### src/rtl/seg7_pkg.sv
`default_nettype none
// ============================================================================
//  Module   : seg7_pkg
//  Purpose  : Shared constants for the seven-segment scan controller:
//             bus register offsets, MASK reset value, hex segment codes
//             ({G,F,E,D,C,B,A}, active-high) and the slot phase type.
//  Revision : 1.0  initial release
// ============================================================================
package seg7_pkg;

  // Bus register map (wr_addr / rd_addr); offset 3 is reserved.
  localparam logic [1:0] SEG7_DATA = 2'd0;
  localparam logic [1:0] SEG7_MASK = 2'd1;
  localparam logic [1:0] SEG7_DP   = 2'd2;

  // All eight digits enabled out of reset.
  localparam logic [7:0] SEG7_MASK_RST = 8'hFF;

  // Hex glyphs, bit order {G,F,E,D,C,B,A}.
  localparam logic [6:0] SEG7_HEX_0 = 7'h3F;
  localparam logic [6:0] SEG7_HEX_1 = 7'h06;
  localparam logic [6:0] SEG7_HEX_2 = 7'h5B;
  localparam logic [6:0] SEG7_HEX_3 = 7'h4F;
  localparam logic [6:0] SEG7_HEX_4 = 7'h66;
  localparam logic [6:0] SEG7_HEX_5 = 7'h6D;
  localparam logic [6:0] SEG7_HEX_6 = 7'h7D;
  localparam logic [6:0] SEG7_HEX_7 = 7'h07;
  localparam logic [6:0] SEG7_HEX_8 = 7'h7F;
  localparam logic [6:0] SEG7_HEX_9 = 7'h6F;
  localparam logic [6:0] SEG7_HEX_A = 7'h77;
  localparam logic [6:0] SEG7_HEX_B = 7'h7C;
  localparam logic [6:0] SEG7_HEX_C = 7'h39;
  localparam logic [6:0] SEG7_HEX_D = 7'h5E;
  localparam logic [6:0] SEG7_HEX_E = 7'h79;
  localparam logic [6:0] SEG7_HEX_F = 7'h71;

  // Each digit slot opens with a ghost-blanking gap, then shows the digit.
  typedef enum logic {
    PH_BLANK = 1'b0,
    PH_SHOW  = 1'b1
  } seg7_phase_e;

endpackage
`default_nettype wire

### src/rtl/seg7_hex_decode.sv
`default_nettype none
// ============================================================================
//  Module   : seg7_hex_decode
//  Purpose  : Combinational 4-bit nibble to seven-segment glyph decoder.
//  Ports    : i_nib [3:0]  nibble to display
//             o_seg [6:0]  segments {G,F,E,D,C,B,A}, active-high
//  Revision : 1.0  initial release
// ============================================================================
module seg7_hex_decode
  import seg7_pkg::*;
(
  input  logic [3:0] i_nib,
  output logic [6:0] o_seg
);

  always_comb begin
    o_seg = 7'h00;
    case (i_nib)
      4'h0: o_seg = SEG7_HEX_0;
      4'h1: o_seg = SEG7_HEX_1;
      4'h2: o_seg = SEG7_HEX_2;
      4'h3: o_seg = SEG7_HEX_3;
      4'h4: o_seg = SEG7_HEX_4;
      4'h5: o_seg = SEG7_HEX_5;
      4'h6: o_seg = SEG7_HEX_6;
      4'h7: o_seg = SEG7_HEX_7;
      4'h8: o_seg = SEG7_HEX_8;
      4'h9: o_seg = SEG7_HEX_9;
      4'hA: o_seg = SEG7_HEX_A;
      4'hB: o_seg = SEG7_HEX_B;
      4'hC: o_seg = SEG7_HEX_C;
      4'hD: o_seg = SEG7_HEX_D;
      4'hE: o_seg = SEG7_HEX_E;
      default: o_seg = SEG7_HEX_F;
    endcase
  end

endmodule
`default_nettype wire

### src/rtl/seg7_scan_ctrl.sv
`default_nettype none
// ============================================================================
//  Module   : seg7_scan_ctrl
//  Purpose  : Memory-mapped eight-digit seven-segment scan controller.
//             Holds DATA / MASK / DP registers and time-multiplexes the
//             digits onto shared segment lines, with a blank gap at the
//             start of every digit slot to suppress ghosting.
//  Params   : SCAN_DIV  clocks per digit slot (>= GHOST+2)
//             GHOST     blank clocks at the start of each slot
//  Ports    : fpga_clk, fpga_rst (async, active-high)
//             wr_en, wr_addr[1:0], wr_data[31:0]   register write port
//             rd_addr[1:0], rd_data[31:0]          registered readback
//             dig_en[7:0]                          digit anodes, one-hot/zero
//             DN_A..DN_G, DN_DP                    segments, active-high
//  Options  : SEG7_LZB_EN  defined -> leading-zero blanking on digits 7..1
//  Revision : 1.0  initial release
// ============================================================================
module seg7_scan_ctrl
  import seg7_pkg::*;
#(
  parameter int SCAN_DIV = 20000,
  parameter int GHOST    = 200
) (
  input  logic        fpga_clk,
  input  logic        fpga_rst,
  input  logic        wr_en,
  input  logic [1:0]  wr_addr,
  input  logic [31:0] wr_data,
  input  logic [1:0]  rd_addr,
  output logic [31:0] rd_data,
  output logic [7:0]  dig_en,
  output logic        DN_A,
  output logic        DN_B,
  output logic        DN_C,
  output logic        DN_D,
  output logic        DN_E,
  output logic        DN_F,
  output logic        DN_G,
  output logic        DN_DP
);

  localparam int               CNT_W    = (SCAN_DIV > 1) ? $clog2(SCAN_DIV) : 1;
  localparam logic [CNT_W-1:0] CNT_LAST = CNT_W'(SCAN_DIV - 1);
  localparam logic [CNT_W-1:0] CNT_SHOW = CNT_W'(GHOST);

  logic [CNT_W-1:0] r_cnt;
  logic [2:0]       r_idx;
  logic [31:0]      r_data;
  logic [7:0]       r_mask;
  logic [7:0]       r_dp;
  logic [31:0]      r_rd_data;
  logic [7:0]       r_dig_en;
  logic [6:0]       r_seg;
  logic             r_dp_out;

  seg7_phase_e      w_phase;
  logic [3:0]       w_nib;
  logic [6:0]       w_seg;
  logic             w_supp;
  logic             w_lit;
  logic [31:0]      w_rd_next;

  // --------------------------------------------------------------------------
  // Scan timebase: cnt walks the slot, idx steps to the next digit on wrap.
  // Bus writes never touch these, so a write cannot disturb slot timing.
  // --------------------------------------------------------------------------
  always_ff @(posedge fpga_clk or posedge fpga_rst) begin
    if (fpga_rst) begin
      r_cnt <= '0;
      r_idx <= 3'd0;
    end else if (r_cnt == CNT_LAST) begin
      r_cnt <= '0;
      r_idx <= r_idx + 3'd1;
    end else begin
      r_cnt <= r_cnt + CNT_W'(1);
    end
  end

  // --------------------------------------------------------------------------
  // Register file write port; offset 3 is silently dropped.
  // --------------------------------------------------------------------------
  always_ff @(posedge fpga_clk or posedge fpga_rst) begin
    if (fpga_rst) begin
      r_data <= 32'h0;
      r_mask <= SEG7_MASK_RST;
      r_dp   <= 8'h00;
    end else if (wr_en) begin
      case (wr_addr)
        SEG7_DATA: r_data <= wr_data;
        SEG7_MASK: r_mask <= wr_data[7:0];
        SEG7_DP:   r_dp   <= wr_data[7:0];
        default:   ;
      endcase
    end
  end

  // Readback mux samples the pre-write register value, so a same-cycle
  // read of a register being written returns the old contents.
  always_comb begin
    w_rd_next = 32'h0;
    case (rd_addr)
      SEG7_DATA: w_rd_next = r_data;
      SEG7_MASK: w_rd_next = {24'h0, r_mask};
      SEG7_DP:   w_rd_next = {24'h0, r_dp};
      default:   w_rd_next = 32'h0;
    endcase
  end

  // --------------------------------------------------------------------------
  // Digit selection and decode.
  // --------------------------------------------------------------------------
  assign w_phase = (r_cnt < CNT_SHOW) ? PH_BLANK : PH_SHOW;
  assign w_nib   = r_data[{r_idx, 2'b00} +: 4];

  seg7_hex_decode u_hex_decode (
    .i_nib (w_nib),
    .o_seg (w_seg)
  );

`ifdef SEG7_LZB_EN
  // A digit is a leading zero when it and every more-significant nibble
  // are zero. Digit 0 always shows; a lit decimal point keeps the digit on.
  logic [7:0] w_lead_zero;
  assign w_lead_zero[0] = 1'b0;
  for (genvar gi = 1; gi < 8; gi++) begin : g_lead_zero
    assign w_lead_zero[gi] = ~|r_data[31:4*gi];
  end
  assign w_supp = w_lead_zero[r_idx] & ~r_dp[r_idx];
`else
  assign w_supp = 1'b0;
`endif

  assign w_lit = (w_phase == PH_SHOW) & r_mask[r_idx] & ~w_supp;

  // --------------------------------------------------------------------------
  // Output registers: every pin is a flop, one clock behind scan state.
  // --------------------------------------------------------------------------
  always_ff @(posedge fpga_clk or posedge fpga_rst) begin
    if (fpga_rst) begin
      r_dig_en  <= 8'h00;
      r_seg     <= 7'h00;
      r_dp_out  <= 1'b0;
      r_rd_data <= 32'h0;
    end else begin
      r_dig_en  <= w_lit ? (8'h01 << r_idx) : 8'h00;
      r_seg     <= w_lit ? w_seg : 7'h00;
      r_dp_out  <= w_lit & r_dp[r_idx];
      r_rd_data <= w_rd_next;
    end
  end

  assign rd_data = r_rd_data;
  assign dig_en  = r_dig_en;
  assign {DN_G, DN_F, DN_E, DN_D, DN_C, DN_B, DN_A} = r_seg;
  assign DN_DP   = r_dp_out;

endmodule
`default_nettype wire
### config.mk
export PLATFORM = sky130hd
export DESIGN_NAME = seg7_scan_ctrl
export DESIGN_NICKNAME = d
export VERILOG_FILES = /design/src/rtl/seg7_pkg.sv /design/src/rtl/seg7_hex_decode.sv /design/src/rtl/seg7_scan_ctrl.sv
export SDC_FILE = /design/constraint.sdc
export NUM_CORES = 1
export LEC_CHECK = 0
export ABC_AREA = 1
export CAP_MARGIN = 20
export CORE_ASPECT_RATIO = 0.6
export CORE_UTILIZATION = 42
export CTS_CLUSTER_SIZE = 40
export DETAILED_ROUTE_END_ITERATION = 8
export MAX_ROUTING_LAYER = met4
export PLACE_DENSITY = 0.66
export SLEW_MARGIN = 20
export SYNTH_ARGS = -nofsm -noshare
export SYNTH_HDL_FRONTEND = slang
export SYNTH_SLANG_ARGS = --single-unit
### constraint.sdc
create_clock -name fpga_clk -period 6.5 [get_ports fpga_clk]
set_input_delay 1.3 -clock fpga_clk [delete_from_list [all_inputs] [get_ports fpga_clk]]
set_output_delay 1.3 -clock fpga_clk [all_outputs]
set_load 0.05 [all_outputs]
# [Word-level counts from Yosys, hierarchy flattened]
# Memory sizes are Yosys's and may differ from the RTL's.
# Index checks and enable logic that the tools add are counted.
[totals] reg_bits=114 latch_bits=0 ramBits=0 mem_bits_ro=112 output_inout_bits=48 memories=1
[memory_table] memory="(no name shown)" depth=16 width=7 rd=1 rd_clocked_by_memory_dff=0 wr=0 line="seg7_hex_decode.sv:18" text="case (i_nib)"
[op_classes] addsub=2 multipliers=0 n_div=0 magnitude_cmp=2 n_eq_ne=5 shifts=2 muxes=9 bitwise_logic=2 reduce_logical=5
[op_table] op="32-bit case mux with 3 select lines" count=1
[op_table] op="32-bit by 6-bit variable part select with 4-bit output" count=1
[op_table] op="15-bit by 1-bit adder with 15-bit output (second input constant)" count=1
[op_table] op="15-bit == test (second input constant)" count=1
[op_table] op="15-bit by 8-bit less-than comparator with 1-bit output (second input constant)" count=1
[op_table] op="15-bit 2-to-1 mux" count=1
[op_table] op="8-bit 2-to-1 mux" count=1
[op_table] op="1-bit by 3-bit << shifter with 8-bit output (first input constant)" count=1
[op_table] op="7-bit 2-to-1 mux" count=1
[op_table] op="1-bit binary-select mux with 3-bit select" count=2
[op_table] op="2-bit AND reduction" count=3
[op_table] op="2-bit by 1-bit == test with 1-bit output (second input constant)" count=2
[op_table] op="2-bit == test (second input constant)" count=2
[op_table] op="2-bit logical NOT" count=2
[op_table] op="3-bit by 4-bit less-than comparator with 1-bit output (second input constant)" count=1
[op_table] op="3-bit by 1-bit adder with 3-bit output (second input constant)" count=1
[op_table] op="1-bit 2-to-1 mux" count=3
[op_table] op="1-bit bitwise AND" count=2

# [Logic depth before layout (Yosys ltp)]
# Gate-level depths: netlist of the first run.
[depth] ltp_word=4 ltp_mapped=14 mapped_depth_nobuf=12

# [Cells and area by module]
# A second synthesis of the first run with hierarchy kept.
[unflattened] cells_unflattened=628 area_unflattened_um2=5206.2
[modules_own_cells] module="seg7_scan_ctrl" n_inst=1 cells_each=576 area_per_inst_um2=4936.0 seq_area_each_um2=2862.7
[modules_own_cells] module="seg7_hex_decode" n_inst=1 cells_each=52 area_per_inst_um2=270.3 seq_area_each_um2=0.0

# [Worst setup path after synthesis of the first run]
# No wires, ideal clock.
[synth_path] path_type="input port to flip-flop" startpoint="in wr_addr[0]" endpoint="reg r_data[10]" setup_ps=78 t_arrival_ps=2001 path_slack_ps=4422 cell_stages=5 n_path_buf=1 cell_sequence="inv_1 -> nand3_1 -> clkbuf_1 -> nor2_1 -> a21oi_1"
[synth_between] elab_chain_cells=2
[synth_rtl] item="start: declaration" line="seg7_scan_ctrl.sv:27" text="input logic [1:0] wr_addr,"
[synth_rtl] item="2-bit logical NOT" line="seg7_scan_ctrl.sv:88" text="case (wr_addr)"
[synth_rtl] item="2-bit AND reduction (no line)"
[synth_rtl] item="end signal: assignment" line="seg7_scan_ctrl.sv:89" text="SEG7_DATA: r_data <= wr_data;"
[synth_rtl] item="end: declaration" line="seg7_scan_ctrl.sv:48" text="logic [31:0] r_data;"
# Every way passes these cells.
# A chain may end at the register's enable or synchronous reset.

# [Worst setup path in the final report of the first run]
[layout_path] startpoint="reg r_rd_data[17], in the netlist rd_data[17]" endpoint="out rd_data[17]"
[layout_lines] item="start: declaration" line="seg7_scan_ctrl.sv:51" text="logic [31:0] r_rd_data;"
[layout_lines] item="start signal: assignment" line="seg7_scan_ctrl.sv:148" text="r_rd_data <= w_rd_next;"
[layout_lines] item="end: declaration" line="seg7_scan_ctrl.sv:30" text="output logic [31:0] rd_data,"
# No word-level cell between the ends.

==> reports/results.tsv, run 1 <==
metric	value	unit
outcome	finished, final reports clean	
detailedPlacementHpwl	8.69	mm
die_x	144	um
worst_r2r_endpoint	r_seg[6]	
grt_pass1_vias	4001	
synth.most_common_cell	nand2_1	
first_iter_violations	309	
drt-pass1-iter-count	5	
critical_path_required	5200	ps
fp.coreArea	0.0116	sq mm
max_capacitance_violation_total	0	
grt_setup_unrepaired	false	
cts_tree	built	
synth-seq-cells	114	
worst_path_dominant_cell_family	buffers and inverters	
slew-limit-headroom	32.5	%
min_clock_period_post_route	2860	ps
place.gp.congestion	0.907	
crit_path_start	rd_data[17]	
multiplexer_share_of_the_synthesized_area	0	%
antenna-diode-count	0	
cts.path.max_buffers	2	
critPathBufInv	1	
post_cts.resized_instances	0	
place_inst	815	
finalClockSkew	7.67	ps
antenna_found_initial	0	
synth.yosys.seq_area_share	56.1	%
fillers	1049	
synth_fp_nets	638	
cp-endpoint	rd_data[17]	
wire_length_of_the_first_global_routing_pass	20.6	mm
std_cell_rows	30	
die_height	87.4	um
wl	12.5	mm
synth_edf_count	0	
synth_cell_type_count	32	
power_per_cell_area	302	mW/mm^2
cts.reportedPaths.clkPinSlew	50	ps
report.final.hold_viol_count	0	
share_of_synthesized_cell_area_in_and_or_nand_and_nor_gates	21.8	%
async_set_reset_flop_share_out_of_synthesis	100	%
r2r_cell_count	9	
end_kind	output pin	
via_count	4155	
crit_path_start_kind	flip-flop	
max_slew.worst_pin.slew	1010	ps
root_buffer	clkbuf_16	
crit_chain	clkdlybuf4s50_1	
leakage_power	0.00324	uW
final-instance-count-excl-fill	847	
top_level_ports	87	
synth.top_cell.area_share	51.9	%
post_synth_inst_count	586	
cts_htree_levels	4	
synthesis.area	0.00511	sq mm
port_buffers	86	
timing.final.crit_share	43.9	%
viasPerCell	4.91	
dominant_combinational_cell_family_by_area_after_synthesis	simple AND/OR/NAND/NOR gates	
hold_path_class	flip-flop to flip-flop	
worstSkewPairLatency	400	ps
synth-adder-area-share	3.19	%
regToRegSetupSlack	4130	ps
synth_area_leader_cell	dfrtp_1	
drv_slew	0	
antenna_violating_nets_left	0	
numCtsBuffers	17	
holdBufCountCts	0	
cp_max_fo	1	
yosysWarningCount	0	
grtUsageTotal	22.6	%
detail_route.drc_violations	0	
synthXorXnorAreaFrac	0.343	%
crit_arrival	1560	ps
fmax	350	MHz
timing.hold.worst.start	r_cnt[0]	
finalSetupViolations	0	
crit-reg2reg-launch	r_idx[1]	
critical_path_depth	1	
cts.sinks	114	
cts_post_setup_buffers_inserted	0	
grt_overflow	0	
layout-drive-gt1-share	8.73	%
final_routed_wire_length_divided_by_cell_count	14.7	um
irDropWorstVdd	0.194	mV
design.die.area	0.0126	sq mm
pin_count_of_the_biggest_net_entering_global_routing	73	
initial_core_util	44.2	%
yosys-top-cells-area	dfrtp_1, nand2_1, nor2_1, inv_1, dfstp_2	
synth-compound-area-share	10.3	%
synth_area_per_cell	8.71	sq um
max_stage_delay	810	ps
critPathKind	flip-flop to output pin	
nets	726	
area_growth	30.4	%
post_synth_most_frequent_cells	nand2_1, dfrtp_1, nor2_1, inv_1, nand3_1	
worst_path_max_delay_cell	clkdlybuf4s50_1	
ys.flop_type	dfrtp_1	
fin_tns_setup	0	ps
[layer usage]
layer / vias to the layer above / GRT usage (%) / wire, um
met1: 1945 / 34.0 / 6380
met4: 0 / 6.79 / 103
met2: 168 / 29.2 / 4960
met3: 9 / 5.77 / 1020
met5: - / - / 0
li1: 2033 / - / -
[worst register-to-register path: stages, from the launching register on]
cell     delay [ps]
dfrtp_1         750
inv_2           330
nand3_1         210
nand3_1          80
nand2_1         150
inv_1           130
ha_1            220
nand3_1         100
nand3_1         110
a21oi_1         200
[cells by family after synthesis]
kind of cell	Yosys count
buffers and inverters	99
flip-flops	114
AND/OR/NAND/NOR	264
AO/OA/AOI/OAI	94
XOR/XNOR	2
adder cells (fa/ha/maj)	13
[placed cells by master (no fill, tap or decap), types with 4 or more instances in the layout]
cell type        Yosys  layout
nor3_1              13      13
clkinv_2             0       6
inv_1               75      74
dfrtp_1            106     106
nand3_1             40      39
clkbuf_16            0      17
a21oi_1             39      39
ha_1                13      13
nand2_2              4       4
o21ai_1              4       4
nor2_1              83      83
clkdlybuf4s50_1      0      86
o21ai_0             34      34
dfstp_2              8       8
nand2_1            118     118
o211ai_1             8       8
[cell type report]
type | count | area [sq um] | area share (%)
Sequential cell | 114 | 2860 | 43.0
Multi-Input combinational cell | 373 | 1820 | 27.4
Timing Repair Buffer | 89 | 896 | 13.5
Clock buffer | 21 | 460 | 6.92
Inverter | 79 | 302 | 4.53
Tap cell | 160 | 200 | 3.01
Clock inverter | 11 | 113 | 1.69
[power breakdown]
group / total [uW] / leakage, uW / internal [uW] / switching [uW]
logic: 300 / 0.00154 / 103 / 196
registers: 816 / 0.00142 / 782 / 33.8
clock network: 895 / 0.000278 / 579 / 316
total: 2010 / 0.00324 / 1460 / 546
[worst min-delay path by stage]
| stage | to | slack, ps | depth (start not counted) |
|---|---|---|---|
| 6_report | r_cnt[0] | 460 | 1 |
| 5_1_grt | r_cnt[0] | 490 | 1 |
| 4_1_cts | r_cnt[0] | 470 | 1 |
| 3_5_place_dp | r_cnt[0] | 460 | 1 |
| 3_3_place_gp | r_cnt[0] | 450 | 1 |
| 2_1_floorplan | r_cnt[0] | 430 | 1 |
[state kept, by name, indices dropped and copies added, names as in the netlist]
signal,flops
r_mask,8
r_cnt,15
r_dp,8
DN_DP,1
rd_data,32
dig_en,8
r_idx,3
r_seg,7
r_data,32
[metrics by stage]
step | hold WS, ps | setup slack [ps] | total power (uW) | area (sq um) | util, %
2_1_floorplan | 431 | 2200 | 1020 | 5110 | -
3_3_place_gp | 448 | 3270 | 1120 | 6060 | 52.4
3_5_place_dp | 458 | 3400 | 1120 | 6080 | 52.6
4_1_cts | 465 | 3620 | 2020 | 6660 | 57.6
5_1_grt | 487 | 3600 | 2100 | 6660 | 57.6
6_report | 456 | 3640 | 2010 | 6660 | 57.6
No activity file was read; power rests on OpenSTA's default activity.
==> inputs of run 2 (changes only) <==
==> constraint.sdc (replaced) <==
create_clock -name fpga_clk -period 2.7 [get_ports fpga_clk]
set_input_delay 0.54 -clock fpga_clk [delete_from_list [all_inputs] [get_ports fpga_clk]]
set_output_delay 0.54 -clock fpga_clk [all_outputs]
set_load 0.05 [all_outputs]
==> run 2 against run 1 <==
Routed wire length is 0.70% lower. Worst setup slack worse by 3000 ps. Critical endpoint is now rd_data[7]. Non-clock buffer count is 4 higher. Clock skew is 2.3 ps lower. Cell count is 0.47% higher. Power grew to 2.5 times the previous value. Sequential share of layout area is 0.68 points lower. Sequential power is 140% higher.
==> reports/results.tsv, run 2 (synthesis results as in run 1) <==
metric	value	unit	change
final_common_cell	nand2_1		unchanged
std_cell_rows	30		unchanged
fmax	475	MHz	
power.share.switching	26.8	%	was 27.2%
place.gp.congestion	0.862		was 0.907
max_stage_delay	820	ps	was 810 ps
post_cts.resized_instances	0		unchanged
pwr-share-seq	38.9	%	was 40.6%
outcome	finished, final reports clean		unchanged
wl	12.4	mm	was 12.5 mm
most_used_cells_in_the_layout_excluding_fill_and_tap_cells	nand2_1, dfrtp_1, clkdlybuf4s50_1		unchanged
report.final.hold_viol_count	0		unchanged
cts_post_setup_buffers_inserted	0		unchanged
hold_path_class	flip-flop to flip-flop		unchanged
worstSkewPairLatency	410	ps	was 400 ps
critical_path_depth	1		unchanged
finalSetupViolations	0		unchanged
viasPerCell	4.91		about the same
first_iter_violations	397		was 309
final_routed_wire_length_divided_by_cell_count	14.5	um	was 14.7 um
nets	730		was 726
placement.cell_area	0.00613	sq mm	was 0.00608 sq mm
cts_htree_levels	4		unchanged
grt_pass1_vias	3984		was 4001
design.die.area	0.0126	sq mm	unchanged
worst_path_max_delay_cell	clkdlybuf4s50_1		unchanged
design_area	0.00676	sq mm	was 0.00666 sq mm
min_clock_period_post_route	2110	ps	
layout-drive-gt1-share	9.55	%	was 8.73%
critPathKind	flip-flop to output pin		unchanged
slew-limit-headroom	57.1	%	was 32.5%
top_level_ports	87		unchanged
fin_tns_setup	0	ps	unchanged
power_per_cell_area	751	mW/mm^2	was 302 mW/mm^2
critical_path_required	2160	ps	was 5200 ps
fp.coreArea	0.0116	sq mm	unchanged
layout.core_utilization	58.5	%	was 57.6%
grtUsageTotal	22.5	%	was 22.6%
antenna_found_initial	0		unchanged
share_clk_of_total_power	46.9	%	was 44.5%
detailedPlacementHpwl	8.78	mm	was 8.69 mm
root_buffer	clkbuf_16		unchanged
worst_path_dominant_cell_family	buffers and inverters		unchanged
cts.reportedPaths.clkPinSlew	50	ps	about the same
max_capacitance_violation_total	0		unchanged
finalClockSkew	5.36	ps	was 7.67 ps
crit_chain	clkdlybuf4s50_1		unchanged
drv_slew	0		unchanged
p_switching	1360	uW	was 546 uW
cp_max_fo	1		unchanged
irDropWorstVdd	0.475	mV	was 0.194 mV
detail_route.drc_violations	0		unchanged
initial_core_util	44.2	%	unchanged
antenna-diode-count	0		unchanged
area_growth	32.5	%	was 30.4%
pin_count_of_the_biggest_net_entering_global_routing	115		was 73
drt-pass1-iter-count	5		unchanged
numCtsBuffers	17		unchanged
p_int	3720	uW	was 1460 uW
max_slew.worst_pin.slew	643	ps	was 1010 ps
critPathBufInv	1		unchanged
die_x	144	um	unchanged
cts.path.max_buffers	2		unchanged
grt_setup_unrepaired	false		unchanged
holdBufCountCts	0		unchanged
cts.sinks	114		unchanged
place_inst	819		was 815
cts_tree	built		unchanged
timing.hold.ws	469	ps	was 456 ps
min_path_cells	1		unchanged
leakage_power	0.00329	uW	was 0.00324 uW
grt_overflow	0		unchanged
via_count	4179		was 4155
port_buffers	86		unchanged
antenna_violating_nets_left	0		unchanged
die_height	87.4	um	unchanged
timing.final.crit_share	78.0	%	
final-instance-count-excl-fill	851		was 847
wire_length_of_the_first_global_routing_pass	20.3	mm	was 20.6 mm
r2r_cell_count	11		was 9
crit_path_start_kind	flip-flop		unchanged
power.share.combinational	14.2	%	was 14.9%
end_kind	output pin		unchanged
crit_arrival	1570	ps	was 1560 ps
==> run 2: changes by cell type in the layout (fill, tap and decap cells not counted), sizes merged <==
cell and delta:
buf +4, bufinv +2, clkbuf -2, clkinvlp +1, inv -1
==> run 2: worst paths after layout <==
kind                       startpoint         end  slack, ps
max reg2reg                  r_idx[0]    r_seg[6]        680
max in group asynchronous    fpga_rst   r_cnt[14]       1550
min                          r_cnt[0]    r_cnt[0]        470
max                        rd_data[7]  rd_data[7]        590
min reg2reg                  r_cnt[0]    r_cnt[0]        470
min in group asynchronous    fpga_rst  rd_data[9]        600
==> run 2: routing by layer <==
| metal | part of all wire (%) | GRT usage (%) | vias up |
|---|---|---|---|
| met3 | 6.5 | 6.32 | 15 |
| met2 | 41 | 29.5 | 140 |
| met1 | 51 | 32.8 | 1982 |
| met5 | 0 | - | - |
| met4 | 1.1 | 7.27 | 0 |
| li1 | - | - | 2042 |
==> run 2: cell type report <==
type / instances / area [sq um]
Multi-Input combinational cell: 373 / 1820
Clock inverter: 13 / 184
Clock buffer: 19 / 453
Fill cell: 1047 / 4800
Inverter: 79 / 303
Sequential cell: 114 / 2860
Tap cell: 160 / 200
Timing Repair Buffer: 93 / 938
==> run 2: through the flow <==
step	total power, uW	worst slack (ps)
6_report	5080	594
5_1_grt	5290	478
3_5_place_dp	2720	623
3_3_place_gp	2710	652
2_1_floorplan	2440	781
4_1_cts	5110	572
==> run 2: power by group through the flow <==
stage                     clock (uW)  combinational (uW)  sequential [uW]
after floorplan                    0                 324             2120
after global placement             0                 714             2000
after detailed placement           0                 723             2000
after CTS                       2410                 729             1970
after global routing            2500                 801             1990
final                           2380                 724             1980
==> edit 1 (config.mk and constraints of run 1) <==
Add a define of `SEG7_LZB_EN`.
--- a/src/rtl/seg7_scan_ctrl.sv
+++ b/src/rtl/seg7_scan_ctrl.sv
@@ -15,6 +15,8 @@
 //  Options  : SEG7_LZB_EN  defined -> leading-zero blanking on digits 7..1
 //  Revision : 1.0  initial release
 // ============================================================================
+`define SEG7_LZB_EN
+
 module seg7_scan_ctrl
   import seg7_pkg::*;
 #(
Function: same outputs for any inputs over 4 cycles, from zero or initial values and one cycle with fpga_rst high; that may be too few to reach the edited logic, so the function may still have changed.
==> edit 1 against run 1 <==
Worst setup slack got worse by 0.037 ns. Sequential cell count did not move. Cell count rose by 8.0%. Non-clock buffer count fell by 1. Count of clock-buffer cells in the layout fell by 3. Combinational power rose by 8.0%. Wire length rose by 9.5%. Global-route usage rose by 1.2 points. Largest cell class unchanged. Largest power group unchanged. Design area rose by 5.7%. Total power rose by 12%. Area after synthesis rose by 5.4%. Worst hold slack improved by 0.0045 ns. Register-to-register slack got worse by 0.05 ns. Highest routed layer unchanged.
==> edit 1: results (changes against run 1) <==
Top cells by area, synth: dfrtp_1 49%, nand2_1 11%, nor2_1 6.8%
Global-route wire length before repair: 23,000 um (+11%)
Skew final: 0.0111 ns (+0.00343 ns)
Placed insts: 883 (+8.3%)
Vias: 4,626 (+11%)
Synth warn: 0 (unchanged)
Final Wtd Congestion: 0.889 (-2.0%)
Net Count, Synth: 703 (+10%)
Arrival time worst endpoint: 1.59 ns (+0.03 ns)
Distinct cells, synth: 36 (+13%)
Rel. slew slack: 31.8% (-0.77 points)
Largest net degree at the start of global routing: 68 (-6.8%)
Post-CTS sizing: 0 (unchanged)
R2r endpoint: r_seg[0]
Routed Wire Length: 13,600 um (+9.5%)
Reg2reg start: r_idx[2]
Static Leakage: 3.49 nW (+7.6%)
Fillers: 1,105 (+5.3%)
DP HPWL: 9610 um (+11%)
Die width: 148 um (+2.6%)
GRT Overall Usage: 23.8% (+1.2 points)
Status: complete, no violations
CP Launch Point: rd_data[20]
Vias per inst: 5.06 (+3.1%)
Setup crit end: rd_data[20]
Most common library cells after synthesis: 163 x nand2_1, 106 x dfrtp_1, 97 x nor2_1, 83 x inv_1, 55 x nand3_1
Sequential share of the synthesized area: 53.2% (-2.9 points)
Reg2Reg Setup Slack: 4.08 ns (-0.05 ns)
CTS max path bufs: 2 (unchanged)
Share of cells above drive strength 1: 8.13% (-0.60 points)
edit 1: changes by cell type after synthesis, moves of 3 or more:
cell,change
nand3_1,+15
a21oi_1,-9
inv_1,+8
nand2_1,+45
o211ai_1,-3
nor2_1,+14
nor2_2,+3
nor3_1,-10
buf_4,+4
edit 1: layer usage:
metal / vias up / wire, um / track usage [%]
met3: 18 / 1070 / 6.01
met2: 192 / 5470 / 33.3
met1: 2200 / 6930 / 33.3
met5: - / 0 / -
li1: 2216 / - / -
met4: 0 / 178 / 8.72
edit 1: how the worst min path moves through the flow:
stage,startpoint,slack (ns),endpoint
floorplan,r_cnt[0],0.43,r_cnt[0]
global placement,r_cnt[0],0.45,r_cnt[0]
detailed placement,r_cnt[0],0.46,r_cnt[0]
CTS,r_cnt[0],0.46,r_cnt[0]
global route,r_cnt[0],0.49,r_cnt[0]
finish,r_cnt[0],0.46,r_cnt[0]
edit 1: power by group:
| group | switching [mW] | leakage, nW | total (mW) | internal, mW |
|---|---|---|---|---|
| Combinational | 0.214 | 1.74 | 0.324 | 0.110 |
| Sequential | 0.0386 | 1.42 | 0.820 | 0.782 |
| Clock | 0.334 | 0.328 | 1.10 | 0.766 |
edit 1: final cells by class:
class                   count  area (um2)  share of cell area (%)
repair buffers             88         876                    12.5
inverters                  86         333                    4.73
clock buffers              18         439                    6.24
well taps                 165         206                    2.94
multi-input cells         430        2060                    29.2
clock inverters            14         259                    3.68
flip-flops and latches    114        2860                    40.7
edit 1: through the flow:
step	setup WS, ns	instance area (um2)	hold WS [ns]
floorplan	2.20	5380	0.433
global placement	3.45	6330	0.447
detailed placement	3.43	6330	0.457
CTS	3.59	7030	0.464
global route	3.55	7030	0.485
finish	3.61	7030	0.461
edit 1: kinds of logic (layout without fill, tap and decap cells):
family	count (synthesis)	in the layout	share of synthesized area [%]
DFF	114	114	53.2
buffers and inverters	108	206	8.74
adders and majority gates	12	12	2.79
xor gates and xnor gates	2	2	0.325
muxes	1	1	0.186
AOI/OAI and AO/OA	78	78	8.00
and+or+nand+nor	337	337	26.8
==> edit 2 (flow settings as in run 1) <==
Made on the original files. The output `rd_data` loses its register stage (`r_rd_data` becomes a continuous assignment).
--- a/src/rtl/seg7_scan_ctrl.sv
+++ b/src/rtl/seg7_scan_ctrl.sv
@@ -140,14 +140,14 @@
       r_dig_en  <= 8'h00;
       r_seg     <= 7'h00;
       r_dp_out  <= 1'b0;
-      r_rd_data <= 32'h0;
     end else begin
       r_dig_en  <= w_lit ? (8'h01 << r_idx) : 8'h00;
       r_seg     <= w_lit ? w_seg : 7'h00;
       r_dp_out  <= w_lit & r_dp[r_idx];
-      r_rd_data <= w_rd_next;
     end
   end
+
+  assign r_rd_data = w_rd_next;
 
   assign rd_data = r_rd_data;
   assign dig_en  = r_dig_en;
Formal check against the unedited RTL: not equivalent (Yosys sat finds a counterexample within 4 cycles, from zero or initial values and one cycle with fpga_rst high).
==> edit 2 against run 1 <==
Wire length shrank 11%. Cell count is 9.9% lower. Global-route usage is 0.099 points higher. Fmax down 42%. Sequential power is 28% lower. Critical path depth rose by 4. Total power decreased by 30%. Area after synthesis fell by 17%. Synthesized cell count fell by 7.2%. Worst setup slack got worse by 2.0 ns. Clock power decreased by 43%. Design area shrank 17%. Sequential cell count down 32. Critical path type is now primary input to primary output. Highest routed layer unchanged.
==> edit 2: results (changes against run 1) <==
Global-route wire length before repair: 17,900 um (-13%)
Crit-path slowest cell: clkdlybuf4s50_1
Port bufs: 86 (unchanged)
Worst-path fanout max: 30 (+29)
Worst setup path class: primary input to primary output
Setup fix buffers added after clock tree synthesis: 0 (unchanged)
Antenna violations before repair: 0 (unchanged)
Worst skew pair latency: 0.34 ns (-0.06 ns)
H-tree Lvls: 3 (-1)
Fillers: 911 (-13%)
Largest net degree at the start of global routing: 83 (+14%)
Skew final: 0.00747 ns (-0.000203 ns)
Family with the most delay on the worst path: buffers and inverters
Hold Crit Class: flop to flop
Most common library cells after synthesis: 111 x nand2_1, 84 x nor2_1, 76 x inv_1, 74 x dfrtp_1, 43 x a21oi_1
Avg WL per Cell: 14.5 um (-1.2%)
Final ANT Viol Nets: 0 (unchanged)
Vias in the first global route: 3,630 (-9.3%)
R2R depth: 12 (+3)
Post-Synthesis Cells: 544 (-7.2%)
Drt pass-1 iters: 5 (unchanged)
Synth async-reset ratio: 100% (unchanged)
Biggest regs: r_data (32), r_cnt (15)
Final nets: 675 (-7.0%)
Starting DRT DRC Count: 340 (+10%)
Worst-path clk slew: 0.06 ns
Vias per inst: 5.01 (+2.2%)
Global route total overflow: 0 (unchanged)
Routed Wire Length: 11,100 um (-11%)
Delay of the slowest critical-path stage: 0.84 ns (+0.03 ns)
Status: complete, no violations
Top cells by area, synth: dfrtp_1 43%, nand2_1 9.8%, nor2_1 7.4%
DP HPWL: 7860 um (-9.5%)
CTS max path bufs: 2 (unchanged)
Static Leakage: 2.67 nW (-18%)
N_diodes: 0 (unchanged)
Pint: 982 uW (-33%)
Top FF cell, synth: dfrtp_1
Synth warn: 0 (unchanged)
Rel. slew slack: 34.0% (+1.4 points)
Sequential share of the synthesized area: 48.4% (-7.7 points)
Post-CTS sizing: 0 (unchanged)
Distinct cells, synth: 31 (-3.1%)
Net Count, Synth: 596 (-6.6%)
GRT Overall Usage: 22.7% (+0.099 points)
Share of cells above drive strength 1: 6.05% (-2.7 points)
VDD IR max: 0.000133 V (-31%)
Arrival time worst endpoint: 3.60 ns (+2.04 ns)
Hold-critical path depth: 1 (unchanged)
CTS Buf Count: 9 (-8)
Placed insts: 747 (-8.3%)
Final Wtd Congestion: 0.870 (-4.1%)
CTS Root Cell: clkbuf_16
[edit 2: logic make-up after synthesis]
group | Yosys count | share of synthesized area (%)
compound gates | 99 | 13.1
xor+xnor | 7 | 1.44
flops | 82 | 48.4
buf+inv | 100 | 9.84
simple gates | 243 | 23.4
fa+ha+maj | 13 | 3.82
[edit 2: stage by stage]
stage / hold WS [ns] / total power, mW / worst slack, ns / instance area, um2
2_1_floorplan: 0.433 / 0.789 / 2.65 / 4260
3_3_place_gp: 0.451 / 0.883 / 1.68 / 5190
3_5_place_dp: 0.465 / 0.891 / 1.63 / 5190
4_1_cts: 0.473 / 1.41 / 1.63 / 5490
5_1_grt: 0.498 / 1.46 / 1.47 / 5500
6_report: 0.469 / 1.40 / 1.60 / 5500
[edit 2: final cells by class]
class | count | area share, %
clock inverters | 3 | 0.728
inverters | 80 | 5.48
flip-flops and latches | 82 | 37.5
repair buffers | 88 | 16.0
well taps | 135 | 3.07
clock buffers | 13 | 4.73
multi-input cells | 362 | 32.5
[edit 2: path summary, 6_finish.rpt]
path	to	slack, ns	from
worst min register to register	r_cnt[0]	0.47	r_cnt[0]
max in group asynchronous	r_data[5]	4.51	fpga_rst
worst max-delay path	rd_data[5]	1.60	rd_addr[0]
min in group asynchronous	r_data[2]	1.47	fpga_rst
worst max register to register	r_seg[0]	4.01	r_idx[0]
worst min-delay path	r_cnt[0]	0.47	r_cnt[0]
[edit 2: power groups by stage]
stage	logic (mW)	clock network (mW)	registers, mW
after CTS	0.294	0.523	0.589
after detailed placement	0.292	0	0.598
final	0.294	0.514	0.590
after floorplan	0.199	0	0.590
after global placement	0.286	0	0.597
after global routing	0.323	0.544	0.595
[edit 2: routing by layer]
metal	global-route usage (%)	up-vias	wire length, um
met4	6.40	0	98
li1	-	1875	-
met2	31.3	156	4430
met5	-	-	0
met3	6.10	12	847
met1	32.3	1782	5700
